### config.mk
export PLATFORM = sky130hd
export DESIGN_NAME = grain_injector
export DESIGN_NICKNAME = d
export VERILOG_FILES = /design/src/rtl/grain_injector.sv
export SDC_FILE = /design/constraint.sdc
export NUM_CORES = 1
export LEC_CHECK = 0
export ABC_AREA = 1
export BUFFER_PORTS_ARGS = -buffer_cell sky130_fd_sc_hd__buf_4
export CORE_ASPECT_RATIO = 0.5
export CORE_MARGIN = 2
export CORE_UTILIZATION = 40
export DETAILED_ROUTE_END_ITERATION = 7
export PLACE_DENSITY = 0.7
export SYNTH_ARGS = -nofsm -noshare
export SYNTH_HDL_FRONTEND = slang
export SYNTH_SLANG_ARGS = --single-unit
### constraint.sdc
create_clock -name clk -period 1.8 [get_ports clk]
set_input_delay 0.27 -clock clk [delete_from_list [all_inputs] [get_ports clk]]
set_output_delay 0.27 -clock clk [all_outputs]
set_load 0.02 [all_outputs]
### src/rtl/grain_injector.sv
// grain_injector: adds one grain per rate tick to the sandpile cell at (drop_x, drop_y) by read-modify-write; cells reaching 4 are queued for toppling.
// Latency: tick -> write grant is 5 cycles with immediate grants; a topple entry is visible the cycle after PUSH.
// Backpressure: holds mem_req until mem_gnt, stalls in PUSH while the queue is full; surplus ticks collapse into one pending drop.
// Build option INJ_STATS_EN: when defined, drop_count/reject_count are live wrapping counters; otherwise both are tied to 0.
module grain_injector #(
    parameter int ROWS       = 32,
    parameter int COLS       = 32,
    parameter int CELL_W     = 3,
    parameter int FIFO_DEPTH = 4,
    localparam int ADDR_W    = $clog2(ROWS * COLS)
) (
    input  logic              clk,
    input  logic              rst_n,
    input  logic              enable,
    input  logic [8:0]        drop_x,
    input  logic [8:0]        drop_y,
    input  logic [8:0]        resolution,
    input  logic [15:0]       rate_div,
    output logic              mem_req,
    output logic              mem_we,
    output logic [ADDR_W-1:0] mem_addr,
    output logic [CELL_W-1:0] mem_wdata,
    input  logic [CELL_W-1:0] mem_rdata,
    input  logic              mem_gnt,
    output logic              topple_valid,
    output logic [ADDR_W-1:0] topple_addr,
    input  logic              topple_ready,
    output logic              busy,
    output logic [15:0]       drop_count,
    output logic [15:0]       reject_count
);

    localparam int PTR_W = $clog2(FIFO_DEPTH);
    localparam logic [PTR_W:0] PTR_ONE = {{PTR_W{1'b0}}, 1'b1};

    typedef enum logic [2:0] {
        ST_IDLE, ST_SAMPLE, ST_RD_REQ, ST_RD_WAIT, ST_WR_REQ, ST_PUSH
    } state_t;

    state_t             r_state;
    state_t             w_state_nxt;
    logic [15:0]        r_rate_cnt;
    logic               r_pending;
    logic               r_mem_req;
    logic               r_mem_we;
    logic [ADDR_W-1:0]  r_addr;
    logic [CELL_W-1:0]  r_wdata;
    logic [ADDR_W-1:0]  r_fifo [FIFO_DEPTH];
    logic [PTR_W:0]     r_wr_ptr;
    logic [PTR_W:0]     r_rd_ptr;

    logic               w_tick;
    logic               w_take;
    logic               w_accept;
    logic               w_reject;
    logic               w_rd_cap;
    logic               w_push;
    logic               w_pop;
    logic               w_full;
    logic               w_empty;
    logic               w_coord_ok;
    logic [ADDR_W-1:0]  w_sample_addr;
    logic [CELL_W-1:0]  w_nv;

    assign w_tick        = enable && (r_rate_cnt == 16'd0);
    assign w_coord_ok    = (drop_x < resolution) && (drop_y < resolution) &&
                           (int'(drop_x) < COLS) && (int'(drop_y) < ROWS);
    assign w_sample_addr = ADDR_W'(int'(drop_y) * COLS + int'(drop_x));
    assign w_nv          = (&mem_rdata) ? mem_rdata : mem_rdata + CELL_W'(1);

    assign w_empty = (r_wr_ptr == r_rd_ptr);
    assign w_full  = (r_wr_ptr[PTR_W] != r_rd_ptr[PTR_W]) &&
                     (r_wr_ptr[PTR_W-1:0] == r_rd_ptr[PTR_W-1:0]);
    assign w_pop   = !w_empty && topple_ready;

    assign mem_req      = r_mem_req;
    assign mem_we       = r_mem_we;
    assign mem_addr     = r_addr;
    assign mem_wdata    = r_wdata;
    assign topple_valid = !w_empty;
    assign topple_addr  = w_empty ? '0 : r_fifo[r_rd_ptr[PTR_W-1:0]];
    assign busy         = (r_state != ST_IDLE);

    // Rate divider: only advances while enabled, so a paused game keeps its phase.
    always_ff @(posedge clk or negedge rst_n) begin
        if (!rst_n) begin
            r_rate_cnt <= 16'd0;
        end else if (enable) begin
            r_rate_cnt <= (r_rate_cnt == 16'd0) ? rate_div : r_rate_cnt - 16'd1;
        end
    end

    // One-deep drop request; a rejected sample re-arms it so the next coordinate is tried.
    always_ff @(posedge clk or negedge rst_n) begin
        if (!rst_n) begin
            r_pending <= 1'b0;
        end else begin
            r_pending <= w_tick || w_reject || (r_pending && !w_take);
        end
    end

    // Drop sequencer: state register plus registered memory request strobes.
    always_ff @(posedge clk or negedge rst_n) begin
        if (!rst_n) begin
            r_state   <= ST_IDLE;
            r_mem_req <= 1'b0;
            r_mem_we  <= 1'b0;
        end else begin
            r_state   <= w_state_nxt;
            r_mem_req <= (w_state_nxt == ST_RD_REQ) || (w_state_nxt == ST_WR_REQ);
            r_mem_we  <= (w_state_nxt == ST_WR_REQ);
        end
    end

    // Drop sequencer: next state and per-state strobes.
    always_comb begin
        w_state_nxt = r_state;
        w_take      = 1'b0;
        w_accept    = 1'b0;
        w_reject    = 1'b0;
        w_rd_cap    = 1'b0;
        w_push      = 1'b0;
        case (r_state)
            ST_IDLE: begin
                if (r_pending) begin
                    w_take      = 1'b1;
                    w_state_nxt = ST_SAMPLE;
                end
            end
            ST_SAMPLE: begin
                if (w_coord_ok) begin
                    w_accept    = 1'b1;
                    w_state_nxt = ST_RD_REQ;
                end else begin
                    w_reject    = 1'b1;
                    w_state_nxt = ST_IDLE;
                end
            end
            ST_RD_REQ: begin
                if (mem_gnt) w_state_nxt = ST_RD_WAIT;
            end
            ST_RD_WAIT: begin
                w_rd_cap    = 1'b1;
                w_state_nxt = ST_WR_REQ;
            end
            ST_WR_REQ: begin
                if (mem_gnt) w_state_nxt = (int'(r_wdata) >= 4) ? ST_PUSH : ST_IDLE;
            end
            ST_PUSH: begin
                if (!w_full || w_pop) begin
                    w_push      = 1'b1;
                    w_state_nxt = ST_IDLE;
                end
            end
            default: w_state_nxt = ST_IDLE;
        endcase
    end

    // Address and incremented height are held here so they stay stable across grant stalls.
    always_ff @(posedge clk or negedge rst_n) begin
        if (!rst_n) begin
            r_addr  <= '0;
            r_wdata <= '0;
        end else begin
            if (w_accept) r_addr  <= w_sample_addr;
            if (w_rd_cap) r_wdata <= w_nv;
        end
    end

    // Topple queue pointers; the extra MSB separates full from empty.
    always_ff @(posedge clk or negedge rst_n) begin
        if (!rst_n) begin
            r_wr_ptr <= '0;
            r_rd_ptr <= '0;
        end else begin
            if (w_push) r_wr_ptr <= r_wr_ptr + PTR_ONE;
            if (w_pop)  r_rd_ptr <= r_rd_ptr + PTR_ONE;
        end
    end

    // Topple queue storage; on a full push+pop the slot written is the one being read out.
    always_ff @(posedge clk) begin
        if (w_push) r_fifo[r_wr_ptr[PTR_W-1:0]] <= r_addr;
    end

`ifdef INJ_STATS_EN
    logic [15:0] r_drop_cnt;
    logic [15:0] r_reject_cnt;

    // Statistics: completed writes and out-of-range samples, both wrapping.
    always_ff @(posedge clk or negedge rst_n) begin
        if (!rst_n) begin
            r_drop_cnt   <= 16'd0;
            r_reject_cnt <= 16'd0;
        end else begin
            if ((r_state == ST_WR_REQ) && mem_gnt) r_drop_cnt <= r_drop_cnt + 16'd1;
            if (w_reject) r_reject_cnt <= r_reject_cnt + 16'd1;
        end
    end

    assign drop_count   = r_drop_cnt;
    assign reject_count = r_reject_cnt;
`else
    assign drop_count   = 16'd0;
    assign reject_count = 16'd0;
`endif

endmodule

==> summary.md, run 1 <==
| Metric | Value |
|---|---|
| Placement Cell Area | 5460 µm² |
| Ys async rst share | 0.506 |
| Worst Path Required | 1.53 ns |
| CTS tree | built |
| Count leader, synth | nand2_1 |
| Cells along the critical path | inv_2, nand2_1, nand2_1, a21oi_2, nand2_2, buf_6, nand2_1, inv_1, buf_6 |
| Vias | 3766 |
| IR drop worst, VDD | 0.000535 V |
| Post-route worst setup slack | -0.0655 ns |
| Failing checks | setup timing |
| Htree depth | 3 |
| Synthesized area | roughly 4700 µm² |
| WL per Instance | 12.3 µm |
| Final-report hold violation count | 0 |
| Total grt overflow | 0 |
| Avg Inst Size Synth | 8.73 µm² |
| DP Wirelength | 7170 µm |
| Post-DR vias/cell | 4.64 |
| Clk sink count | 81 |
| Library cells used by synthesis | 37 |
| Largest area contributor in the netlist | edfxtp_1 |
| Final Instance Area | 5950 µm² |
| Port Buffers | 77 |
| Top cell by count, worst path | nand2_1 |
| DRC Markers | 0 |
| R2R Setup Slk | 0.06 ns |
| Synth Warn # | 0 |
| RSZ-0062 raised after global routing | true |
| Clk Latency, worst-skew pair | ~0.34 ns |
| Seq cells post-synth | just over 80 |
| Dominant synthesized flop cell | dfrtp_1 |
| Fraction of layout cells with a size suffix above 1 | 0.257 |
| Setup crit end | topple_addr[6] |
| Final wirelength | 9950 µm |
| N_diodes | 0 |
| R2R depth | 10 |
| Reg2reg start | r_rd_ptr[0]$_DFFE_PN0P_ |
| First-pass GRT wire length | 16300 µm |
| Drt pass-1 iters | 4 |
| CTS Buf Count | 9 |
| Clk slew on worst S/H paths | around 0.060 ns |
| Final setup vio count | 10 |
| Fin util | 0.508 |
| GP Congestion | 0.905 |
| Outcome | finished with violations |
| LEAKAGE | 2.87 nW |
| Initial Util | 0.406 |
| Initial antenna violation count | 0 |
| Total track usage | 0.163 |
| Pwr Total | between 7 and 8 mW |
| Max_slew headroom | 0.648 |
| Number of flops mapped to enable cells by yosys | 40 |
| Setup WS pre-CTS | about 0.11 ns |
| Root buf cell | clkbuf_16 |
| Nets | 721 |
| CP bufs+invs | 4 |
| Cells after synthesis | about 540 |
| Largest net degree at the start of global routing | 42 |
| Crit Path Class | flip-flop to primary output |
| Top post-synthesis cells by area | edfxtp_1, dfrtp_1, nand2_1 |
| Critical Path AT | between 1.5 and 2 ns |
| Fin crit share | 1.04 |
| Slowest CP cell | dfrtp_1 |
| Final ANT Viol Nets | 0 |
| Die area | roughly 13000 µm² |
| IO Count | 110 |
| Min-delay worst type | input pin to flip-flop |
| Crit path max-delay family | flip-flops |
| Initial DRC count | between 100 and 150 |
| DP Cell Count | 787 |
| Vias in the first global route | roughly 3500 |
| Syn-to-layout area delta | 25.3% |
| CP endpoint kind | primary output |
| Crit Path Max Fanout | 7 |
| Row count | 28 |
| CP Launch Point | r_rd_ptr[0]$_DFFE_PN0P_ |
| Biggest cell delay along the critical path | approximately 0.42 ns |
| Chip height | 81.0 µm |
| Max-slew violations | 0 |
| Crit Reg-Reg Endpoint | r_fifo[1][4]$_DFFE_PP_ |
| Maxcap violations | 0 |
| Least-Margin Pin Slew | 0.528 ns |
| Worst Clk Skew | 0.00762 ns |
| Pwr/cell area | 1230 nW/µm² |
| Die width | 158 µm |
| WP depth | 9 |
| Fmax | 0.536 GHz |
| Core ar. | 11700 µm² |
| Finished Layout Cells | 811 |
| Worst Setup Start Kind | flip-flop |
| Register area share after synthesis | 0.469 |
| Most frequent cells after synthesis | nand2_1, inv_1, nor2_1 |
| Minimum clock period | 1.87 ns |
| Post-synth top area share | 0.253 |
| Clk buf depth | 2 |
==> logic make-up (layout without fill, tap and decap cells) <==
logic type / count (synthesis) / in the layout / synth area share
flip-flops: 81 / 81 / 0.469
buffers and inverters: 116 / 187 / 0.122
adder cells (fa/ha/maj): 29 / 29 / 0.0780
XOR/XNOR: 15 / 15 / 0.0277
other: 1 / 32 / 0.000790
AO/OA/AOI/OAI: 84 / 84 / 0.103
AND/OR/NAND/NOR: 218 / 218 / 0.199
==> registers in the layout, indices dropped and copies added, names as in the netlist <==
name / count
mem_wdata: 3
r_pending: 1
r_rate_cnt: 16
mem_addr: 10
r_wr_ptr: 3
mem_we: 1
r_rd_ptr: 3
r_fifo: 40
mem_req: 1
r_state: 3
==> per-layer routing <==
| metal | share of wire | global-route usage | vias up |
|---|---|---|---|
| met5 | 0 | 0 | - |
| met4 | 0.014 | 0.0505 | 0 |
| met3 | 0.053 | 0.0406 | 16 |
| met2 | 0.50 | 0.293 | 115 |
| met1 | 0.43 | 0.196 | 1732 |
| li1 | - | - | 1903 |
==> worst min path at each step <==
stage | start | end | slack [ns] | cells after the start
floorplan | rst_n | mem_addr[0]$_DFFE_PN0P_ | -0.03 | 0
global placement | rst_n | r_rd_ptr[0]$_DFFE_PN0P_ | 0.29 | 1
detailed placement | rst_n | r_rd_ptr[0]$_DFFE_PN0P_ | 0.29 | 1
CTS | drop_x[1] | mem_addr[1]$_DFFE_PN0P_ | 0.14 | 3
global route | drop_x[1] | mem_addr[1]$_DFFE_PN0P_ | 0.16 | 3
finish | drop_x[1] | mem_addr[1]$_DFFE_PN0P_ | 0.15 | 3
==> cell type report <==
| class | instances | area, µm² |
|---|---|---|
| Fill cell | 1057 | 5750 |
| Sequential cell | 81 | 2230 |
| Multi-Input combinational cell | 378 | 2100 |
| Timing Repair Buffer | 100 | 833 |
| Inverter | 71 | 267 |
| Clock buffer | 10 | 229 |
| Tap cell | 165 | 206 |
| Clock inverter | 6 | 90.1 |
==> worst register-to-register path: stages (launching register included) <==
cell     delay [ns]
dfrtp_1        0.43
inv_2          0.09
nand2_1        0.05
nand2_1        0.07
a21oi_2        0.05
buf_4          0.13
buf_4          0.13
nand2_1        0.09
nand2_4        0.10
nor2_2         0.15
buf_4          0.17
==> layout by cell type (no fill, tap or decap), types with 2 or more instances in the layout <==
master     netlist  layout
nand2_4          1       2
conb_1           1      32
o21ai_1          8       8
o211ai_1         6       6
buf_6            3      18
o21ai_2          6       6
dfrtp_1         41      41
a21oi_2          2       2
nor2_4           2       2
ha_1            28      28
xnor2_1          5       5
inv_1           65      57
nand3b_1         2       2
o21ai_0         37      37
a21oi_1         10      10
nor3_2           2       2
nand2_1        115     107
nand3_1         21      21
edfxtp_1        40      40
buf_4           32      80
nand2_2          5      12
clkbuf_16        0       9
inv_2            6      14
bufinv_16        0       2
xor2_1          10      10
nor2_2           7      10
o22ai_1         12      11
nor2_1          56      53
nor3_1           3       3
==> metrics by stage <==
step           hold WS [ns]  TNS (ns)
2_1_floorplan       -0.0256         0
3_3_place_gp          0.288         0
3_5_place_dp          0.287         0
4_1_cts               0.143    -0.252
5_1_grt               0.157     -1.62
6_report              0.151    -0.523
==> repair_timing <==
action	in CTS	in global routing
pin swaps	1	0
gates resized for setup	26	14
cloned	1	0
hold buffers	1	0
setup buffers	5	1
endpoints found under the setup margin	11	11
hold endpoints to repair	41	0
==> power by group <==
group          leakage, nW  internal (mW)  switching, mW
clock                0.153           1.22          0.722
sequential           0.864           2.14          0.201
combinational         1.85           1.27           1.74
total                 2.87           4.63           2.67
(Power assumes the default switching activity.)
==> run 2, diff against run 1 <==
==> constraint.sdc (replaced) <==
create_clock -name clk -period 1.8 [get_ports clk]
set_input_delay 0.36 -clock clk [delete_from_list [all_inputs] [get_ports clk]]
set_output_delay 0.36 -clock clk [all_outputs]
set_load 0.02 [all_outputs]
==> run 2 against run 1 <==
The flow finishes with violations (hold timing, setup timing). Utilization is 0.43 points lower. Cell area is 0.84% lower. Register-to-register slack better by 0.10 ns. Routed wire length is 0.69% lower. Sequential share of layout area is 0.32 points higher. Worst hold slack worse by 0.15 ns. Clock power is 5% higher. Largest cell class unchanged.
==> summary.md, run 2 (same netlist as run 1, synthesis figures left out) <==
| Metric | Value |
|---|---|
| Worst Setup Start Kind | flip-flop |
| Die width | 158 µm (unchanged) |
| Most frequent cells in the layout | nand2_1, buf_4, inv_1, nor2_1, dfrtp_1 |
| WL per Instance | 12.2 µm (-0.57%) |
| Total grt overflow | 0 (unchanged) |
| Worst Path Required | 1.44 ns (-0.09 ns) |
| IR drop worst, VDD | 0.000517 V (-3.4%) |
| Setup WS pre-CTS | -0.00630 ns (-0.119 ns) |
| Pwr/cell area | 1220 nW/µm² (-0.79%) |
| Clk sink count | 81 (unchanged) |
| Final wirelength | 9880 µm (-0.69%) |
| Initial antenna violation count | 0 (unchanged) |
| Minimum clock period | 1.99 ns (+0.121 ns) |
| LEAKAGE | 2.88 nW (+0.24%) |
| Htree depth | 3 (unchanged) |
| Root buf cell | clkbuf_16 |
| Row count | 28 (unchanged) |
| Outcome | finished with violations |
| RSZ-0062 raised after global routing | true |
| Post-DR vias/cell | 4.57 (-1.6%) |
| Port Buffers | 77 (unchanged) |
| Chip height | 81.0 µm (unchanged) |
| Hold WS | -0.000874 ns (-0.152 ns) |
| Fin util | 0.504 (-0.00428) |
| Clk slew on worst S/H paths | 0.06 ns (about the same) |
| Vias | 3703 (-1.7%) |
| Total track usage | 0.163 (about the same) |
| Max-slew violations | 0 (unchanged) |
| Pwr Total | 7.18 mW (-1.6%) |
| Final-report hold violation count | 1 (+1) |
| Fin crit share | 1.10 (+0.0674) |
| Fmax | 0.503 GHz (-6.1%) |
| Worst Clk Skew | 0.00610 ns (-0.00152 ns) |
| CTS Buf Count | 9 (unchanged) |
| Least-Margin Pin Slew | 0.543 ns (+0.0146 ns) |
| Clk Latency, worst-skew pair | 0.34 ns (about the same) |
| Vias in the first global route | 3512 (+0.23%) |
| Critical Path AT | 1.63 ns (+0.03 ns) |
| Post-route worst setup slack | -0.187 ns (-0.121 ns) |
| Number of flip-flops under the largest register name | 40 (unchanged) |
| GP Congestion | 0.900 (-0.54%) |
| Clk buf depth | 2 (unchanged) |
| Initial DRC count | 139 (-5.4%) |
| Min-delay worst type | input pin to async pin |
| Final TNS setup | -1.76 ns (-1.24 ns) |
| Crit Path Class | flip-flop to primary output |
| DP Wirelength | 7290 µm (+1.8%) |
| Most common cell after layout, fill and taps aside | nand2_1 |
| Largest net degree at the start of global routing | 42 (unchanged) |
| Maxcap violations | 0 (unchanged) |
| Max_slew headroom | 0.638 (-0.00974) |
| IO Count | 110 (unchanged) |
| Syn-to-layout area delta | 24.2% |
| CTS tree | built |
| First-pass GRT wire length | 16200 µm (-0.89%) |
| Nets | 720 (-0.14%) |
| Final ANT Viol Nets | 0 (unchanged) |
| N_diodes | 0 (unchanged) |
| Final setup vio count | 11 (+1) |
| DRC Markers | 0 (unchanged) |
| Core ar. | 11700 µm² (unchanged) |
| Fraction of layout cells with a size suffix above 1 | 0.234 (-0.0229) |
| Crit Path Max Fanout | 13 (+6) |
| Die area | 12800 µm² (unchanged) |
| CP endpoint kind | primary output |
| Drt pass-1 iters | 4 (unchanged) |
| Initial Util | 0.406 (unchanged) |
| Failing checks | hold timing, setup timing |
| R2R Setup Slk | 0.16 ns (+0.10 ns) |
run 2: changes by cell type in the layout (fill, tap and decap cells not counted), moves of 2 or more:
| cell | delta |
|---|---|
| nor2_2 | -3 |
| inv_1 | +6 |
| inv_8 | +2 |
| nand2_2 | -5 |
| nand2_1 | +6 |
| buf_4 | +8 |
| buf_6 | -9 |
| nor2_1 | +3 |
| inv_2 | -6 |
run 2: timing repair:
action	CTS	global route
buffers inserted	5	0
hold buffers	0	0
resized for setup	10	3
setup endpoints to repair	11	11
pin swaps	1	0
run 2: final cells by class:
cell class,instances,area [µm²]
Sequential cell,81,2230
Multi-Input combinational cell,378,2060
Fill cell,1072,5800
Timing Repair Buffer,99,802
Inverter,71,267
Clock buffer,9,225
Clock inverter,7,109
Tap cell,165,206
run 2: where the power goes:
| part | switching [mW] | internal (mW) | total (mW) |
|---|---|---|---|
| Combinational | 1.65 | 1.15 | 2.81 |
| Clock | 0.788 | 1.25 | 2.03 |
| Sequential | 0.196 | 2.14 | 2.34 |
run 2: final timing paths:
kind,startpoint,to,cells past startpoint
worst max-delay path,r_rd_ptr[0]$_DFFE_PN0P_,topple_addr[3],9
worst min-delay path,rst_n,r_wr_ptr[2]$_DFFE_PN0P_,1
worst max register to register,r_rate_cnt[0]$_DFFE_PN0P_,r_rate_cnt[10]$_DFFE_PN0P_,9
worst min register to register,mem_wdata[0]$_DFFE_PN0P_,mem_wdata[0]$_DFFE_PN0P_,2
max in group asynchronous,rst_n,r_rate_cnt[5]$_DFFE_PN0P_,1
min in group clk,drop_x[4],mem_addr[4]$_DFFE_PN0P_,3
run 2: critical path: stages, from the launching register on:
cell and delay, ns:
dfrtp_1 0.39, inv_2 0.08, nand2_1 0.07, nand2_1 0.07, a21oi_2 0.18, nand2_2 0.09
buf_12 0.15, nand2_1 0.07, inv_1 0.04, buf_4 0.14
run 2: per-stage QoR:
step,instances,instance area [µm²]
floorplan,575,4860
global placement,789,5490
detailed placement,789,5490
CTS,810,5890
global route,810,5900
finish,810,5900
run 2: layer usage:
| layer | vias up | global-route usage | wire (µm) | share of wire |
|---|---|---|---|---|
| li1 | 1907 | - | - | - |
| met1 | 1693 | 0.195 | 4300 | 0.43 |
| met2 | 87 | 0.295 | 4990 | 0.50 |
| met3 | 16 | 0.0368 | 421 | 0.043 |
| met4 | 0 | 0.0559 | 177 | 0.018 |
| met5 | - | 0 | 0 | 0 |
